<file path="src/rtl/fsk_tx_feeder.sv">
// Word source for the FSK modulator: a small FIFO behind a valid/ready port,
// emitting one word per FRAME_CYCLES-long frame and IDLE_WORD when starved.
module fsk_tx_feeder #(
  parameter int                 WIDTH        = 9,
  parameter int                 FRAME_CYCLES = 144,
  parameter int                 DEPTH        = 4,
  parameter logic [WIDTH-1:0]   IDLE_WORD    = '0
) (
  input  logic                     clk,
  input  logic                     reset,
  input  logic [WIDTH-1:0]         in_data,
  input  logic                     in_valid,
  output logic                     in_ready,
  output logic [WIDTH-1:0]         dataout,
  output logic                     frame_start,
  output logic                     frame_valid,
  output logic                     underrun,
  output logic [7:0]               underrun_cnt,
  output logic [$clog2(DEPTH):0]   level
);

  localparam int AW = $clog2(DEPTH);
  localparam int CW = (FRAME_CYCLES > 2) ? $clog2(FRAME_CYCLES) : 1;
  localparam logic [CW-1:0] CNT_LAST = CW'(FRAME_CYCLES - 1);
  localparam logic [AW:0]   LVL_FULL = (AW + 1)'(DEPTH);

  logic [WIDTH-1:0] mem [DEPTH];
  logic [AW-1:0]    wptr;
  logic [AW-1:0]    rptr;
  logic [CW-1:0]    frame_cnt;
  logic             armed;
  logic             boundary;
  logic             fifo_empty;
  logic             push;
  logic             pop;

  always_comb begin
    boundary   = (frame_cnt == '0);
    fifo_empty = (level == '0);
    in_ready   = (level != LVL_FULL);
    push       = in_valid && in_ready;
    pop        = boundary && !fifo_empty;
  end

  always_ff @(posedge clk) begin
    if (push && !reset) begin
      mem[wptr] <= in_data;
    end
  end

  always_ff @(posedge clk) begin
    if (reset) begin
      frame_cnt    <= CNT_LAST;
      wptr         <= '0;
      rptr         <= '0;
      level        <= '0;
      armed        <= 1'b0;
      dataout      <= IDLE_WORD;
      frame_valid  <= 1'b0;
      frame_start  <= 1'b0;
      underrun     <= 1'b0;
      underrun_cnt <= '0;
    end else begin
      frame_cnt   <= boundary ? CNT_LAST : frame_cnt - CW'(1);
      frame_start <= boundary;
      underrun    <= boundary && fifo_empty && armed;

      if (push) begin
        wptr <= wptr + AW'(1);
      end

      if (boundary) begin
        if (pop) begin
          dataout     <= mem[rptr];
          rptr        <= rptr + AW'(1);
          frame_valid <= 1'b1;
          armed       <= 1'b1;
        end else begin
          dataout     <= IDLE_WORD;
          frame_valid <= 1'b0;
          if (armed && underrun_cnt != '1) begin
            underrun_cnt <= underrun_cnt + 8'd1;
          end
        end
      end

      // A push into an empty FIFO at the boundary is not bypassed, so the
      // only simultaneous case is non-empty push+pop, which leaves level alone.
      case ({push, pop})
        2'b10:   level <= level + (AW + 1)'(1);
        2'b01:   level <= level - (AW + 1)'(1);
        default: level <= level;
      endcase
    end
  end

endmodule

</file>
<file path="config.mk">
export PLATFORM = sky130hd
export DESIGN_NAME = fsk_tx_feeder
export DESIGN_NICKNAME = d
export VERILOG_FILES = /design/src/rtl/fsk_tx_feeder.sv
export SDC_FILE = /design/constraint.sdc
export NUM_CORES = 1
export LEC_CHECK = 0
export CORE_ASPECT_RATIO = 0.8
export CORE_MARGIN = 2
export CORE_UTILIZATION = 54
export DETAILED_ROUTE_END_ITERATION = 8
export GPL_TIMING_DRIVEN = 0
export HOLD_SLACK_MARGIN = 0.03
export PLACE_DENSITY = 0.87
export SYNTH_ARGS = -nofsm -noshare
export SYNTH_HDL_FRONTEND = slang
export SYNTH_SLANG_ARGS = --single-unit
</file>
<file path="constraint.sdc">
create_clock -name clk -period 2.9 [get_ports clk]
set_input_delay 0.58 -clock clk [delete_from_list [all_inputs] [get_ports clk]]
set_output_delay 0.58 -clock clk [all_outputs]
set_load 0.02 [all_outputs]
</file>
==> PnR_summary.wiki <==
{| class="wikitable"
! Metric !! Value
|-
| Fraction of power consumed by the clock network || 39.2%
|-
| Number of failing hold endpoints at the final stage || 0
|-
| Final Setup Violations || 0
|-
| Area share of xor/xnor cells in the synthesized design || 2.72%
|-
| DR DRC count || 0
|-
| Antenna violations before repair || 0
|-
| Area delta synth->final || 21.9%
|-
| Number of routed nets with antenna violations || 0
|-
| Area of the mapped netlist || 2900 sq um
|-
| Maximum VDD drop || 396 uV
|-
| Arithmetic-cell share of the synthesized area counting full adders, half adders and majority gates || 4.14%
|-
| Fraction of power consumed by sequential logic || 56.1%
|-
| Rel. slew slack || 51.2%
|-
| Part of the Yosys area used for sequential elements || 63.5%
|-
| Crit path required time || 3.18 ns
|-
| Num CTS Buffers || 9
|-
| DIE HEIGHT || 69.6 um
|-
| Number of buffers added on ports || 35
|-
| Pin count of the biggest net entering global routing || 15
|-
| Number of enable flip-flop cells after synthesis || 36
|-
| Ratio of cells with drive above 1 in the final layout || 13.1%
|-
| Number of standard cells in the layout, taps in and fillers out || 329
|-
| Placement-stage worst setup slack || 0.0596 ns
|-
| Top Ports || 36
|-
| Max-capacitance violation count || 0
|-
| Setup repair after global routing missed its margin || false
|-
| Total number of placement rows || 23
|-
| Combinational family with the most area after synthesis || simple AND/OR/NAND/NOR gates
|-
| Launching element type of the critical path || register
|-
| Placed Cells || 313
|-
| Post-synthesis instance total || 216
|-
| Top fanout value on the critical path || 4
|-
| Final Cycle Share || 95.2%
|-
| Final Max Tran Viols || 0
|-
| Iteration count of the initial detailed-routing pass || 4
|-
| CORE AREA || 5090 sq um
|-
| Share of flip-flops with an asynchronous set or reset after synthesis || 0%
|-
| # nets final || 283
|-
| Net switching share of the total power || 22.4%
|-
| DRT Wirelength || 5130 um
|-
| Yosys cell types || 37
|-
| Routed vias/inst || 5.58
|-
| Vias in the first global route || 1779
|-
| Fin worst setup slack || 0.138 ns
|-
| Minimum clock period || 2.76 ns
|-
| Congestion Overflow GR || 0
|-
| Highest metal layer with signal wires || met4
|-
| Kind of capture point of the worst setup path || register
|-
| Met3 Wirelength || 241 um
|-
| Total power after layout || 2.01 mW
|-
| Switch Pwr || 0.451 mW
|-
| Clock transition at the register clock pins on the worst setup and hold paths after CTS || 0.08 ns
|-
| Max Clock Freq || 362 MHz
|-
| Internal Dissipation || 1.56 mW
|-
| Final TNS setup || 0 ns
|-
| Count of inserted antenna diode cells || 0
|-
| Critical setup path kind || reg -> reg
|-
| Routed length on met2 || 2470 um
|-
| Comb power frac || 4.6%
|-
| Synthesized net count || 237
|-
| Effective utilization at floorplan || 56.9%
|-
| Synthesized-area fraction occupied by ao, oa, aoi and oai cells || 7.20%
|-
| Synthesized-area fraction occupied by and/or/nand/nor cells || 13.0%
|-
| Deepest clock path buffer count || 2
|-
| CTS tree || done
|-
| Fill count || 353
|-
| Clock skew || 0.00908 ns
|-
| Wire length on met1 || 2350 um
|-
| Synthesis Warnings || 0
|-
| Clock latency on the worst-skew pair || 0.35 ns
|-
| Violation count after the first detailed-route iteration || 78
|-
| DIE WIDTH || 85.9 um
|-
| Area of the die || 5980 sq um
|-
| Average instance area after synthesis || 13.4 sq um
|-
| TritonCTS Sinks || 74
|-
| Run status || finished, final reports clean
|-
| Most frequently used flop master after synthesis || dfxtp_1
|-
| Detailed Place HPWL || 3650 um
|-
| Leakage power total || 1.20 nW
|-
| Number of post-CTS setup repair buffers || 0
|-
| Total area of multi-input combinational cells || 992 sq um
|-
| Mux contribution to synthesized area || 6.99%
|-
| H-Tree Depth || 3
|-
| First-pass GRT wire length || 8400 um
|-
| Total power per unit cell area || 570 nW/um^2
|-
| Routed len/inst || 15.6 um
|-
| Worst hold path class || reg -> reg
|-
| Via count || 1835
|-
| GR Util All Layers || 18.9%
|-
| Number of synthesized register bits || 74
|-
| Root Buffer Master || clkbuf_8
|-
| CP arrival || 3.04 ns
|-
| Transition time of the tightest slew-check pin || 0.732 ns
|-
| Seq. cell area || 1840 sq um
|-
| Final weighted congestion of routability-driven global placement || 0.710
|}
==> power by group through the flow <==
stage	Combinational (mW)	Clock [mW]	Sequential, mW
2_1_floorplan	0.0479	0	1.15
3_3_place_gp	0.0879	0	1.15
3_5_place_dp	0.0923	0	1.15
4_1_cts	0.0933	0.809	1.13
5_1_grt	0.104	0.851	1.13
6_report	0.0930	0.790	1.13
==> registers in the layout, indices dropped and copies added, names as in the netlist, named ones only <==
name	count
dataout	9
frame_valid	1
wptr	2
underrun_cnt	8
frame_cnt	8
underrun	1
frame_start	1
level	3
rptr	2
mem	36
armed	1
==> repair_timing <==
action | in CTS | in global routing
hold buffers | 0 | 0
endpoints found under the setup margin | 1 | 0
gates resized for setup | 1 | 0
==> final timing paths <==
kind	startpoint	endpoint	slack (ns)	cells after the start
worst max register to register	frame_cnt[0]	level[2]	0.14	10
worst max-delay path	frame_cnt[0]	level[2]	0.14	10
worst min-delay path	frame_cnt[0]	frame_cnt[0]	0.41	1
worst min register to register	frame_cnt[0]	frame_cnt[0]	0.41	1
==> metrics by stage <==
stage / hold slack (ns) / utilization, % / instance area, sq um
floorplan: 0.371 / - / 2900
global placement: 0.383 / 65.3 / 3330
detailed placement: 0.389 / 65.3 / 3330
CTS: 0.408 / 69.4 / 3530
global route: 0.441 / 69.4 / 3530
finish: 0.407 / 69.4 / 3530
==> cells in the mapped netlist (3+ instances only) <==
| cell | instances | share of area [%] |
|---|---|---|
| a21oi_1 | 13 | 2.2 |
| a22o_1 | 8 | 2.4 |
| and2_1 | 4 | 0.86 |
| clkbuf_1 | 4 | 0.52 |
| dfxtp_1 | 38 | 26 |
| edfxtp_1 | 36 | 37 |
| ha_1 | 8 | 3.5 |
| inv_1 | 10 | 1.3 |
| mux4_2 | 9 | 7.0 |
| nand2_1 | 9 | 1.2 |
| nand3_1 | 6 | 1.0 |
| nor2_1 | 17 | 2.2 |
| nor3_1 | 5 | 0.86 |
| nor4_1 | 3 | 0.65 |
| o21ai_0 | 4 | 0.69 |
| o31ai_1 | 3 | 0.78 |
| or3b_2 | 3 | 0.91 |
| or4_1 | 4 | 1.0 |
| xnor2_1 | 6 | 1.8 |
| xor2_1 | 3 | 0.91 |
==> layer usage <==
metal	GRT usage (%)	vias to the layer above
met5	0	-
met4	6.70	0
met3	8.57	10
met2	28.7	49
met1	23.9	879
li1	-	897
==> area by class of cell <==
type	instances	area share, %
sequential	74	52.1
buffer	7	0.956
inverter	10	1.06
multi-input combinational	125	28.1
tap	62	2.19
clock buffer	9	3.50
clock inverter	7	2.19
timing repair buffer	35	9.91
==> cells in the final DEF (no fill, tap or decap), types with 2 or more instances in the layout <==
master           count
buf_1                2
a21oi_1             13
and2_1               4
clkdlybuf4s50_1     35
mux4_2               9
edfxtp_1            36
nor3_2               2
dfxtp_1             38
inv_1               10
ha_1                 8
nand4_1              2
clkbuf_8             9
xnor2_1              6
nand2_1              9
a21o_1               2
nand2b_1             2
nor3_1               4
nor3b_1              2
o21ai_0              4
xor2_1               3
nand3_1              6
nor2_1              17
inv_6                2
clkinv_4             2
or3b_2               3
nor4_1               3
or4_1                4
clkbuf_1             4
o31ai_1              3
nor4b_1              2
a22o_1               8
==> worst max-delay path, cell delays in order, from the launching register on <==
cell,delay (ns)
dfxtp_1,0.33
inv_1,0.09
ha_1,0.16
or3b_2,0.51
nor3_2,0.28
ha_1,0.27
inv_1,0.08
fa_1,0.38
xor2_1,0.16
or3_1,0.31
a21oi_1,0.13
==> cell families after synthesis <==
family                   after synthesis
adder cells (fa/ha/maj)                9
multiplexers                           9
XOR/XNOR                               9
AO/OA/AOI/OAI                         32
flip-flops                            74
buffers and inverters                 17
AND/OR/NAND/NOR                       66
(Power assumes the default switching activity.)
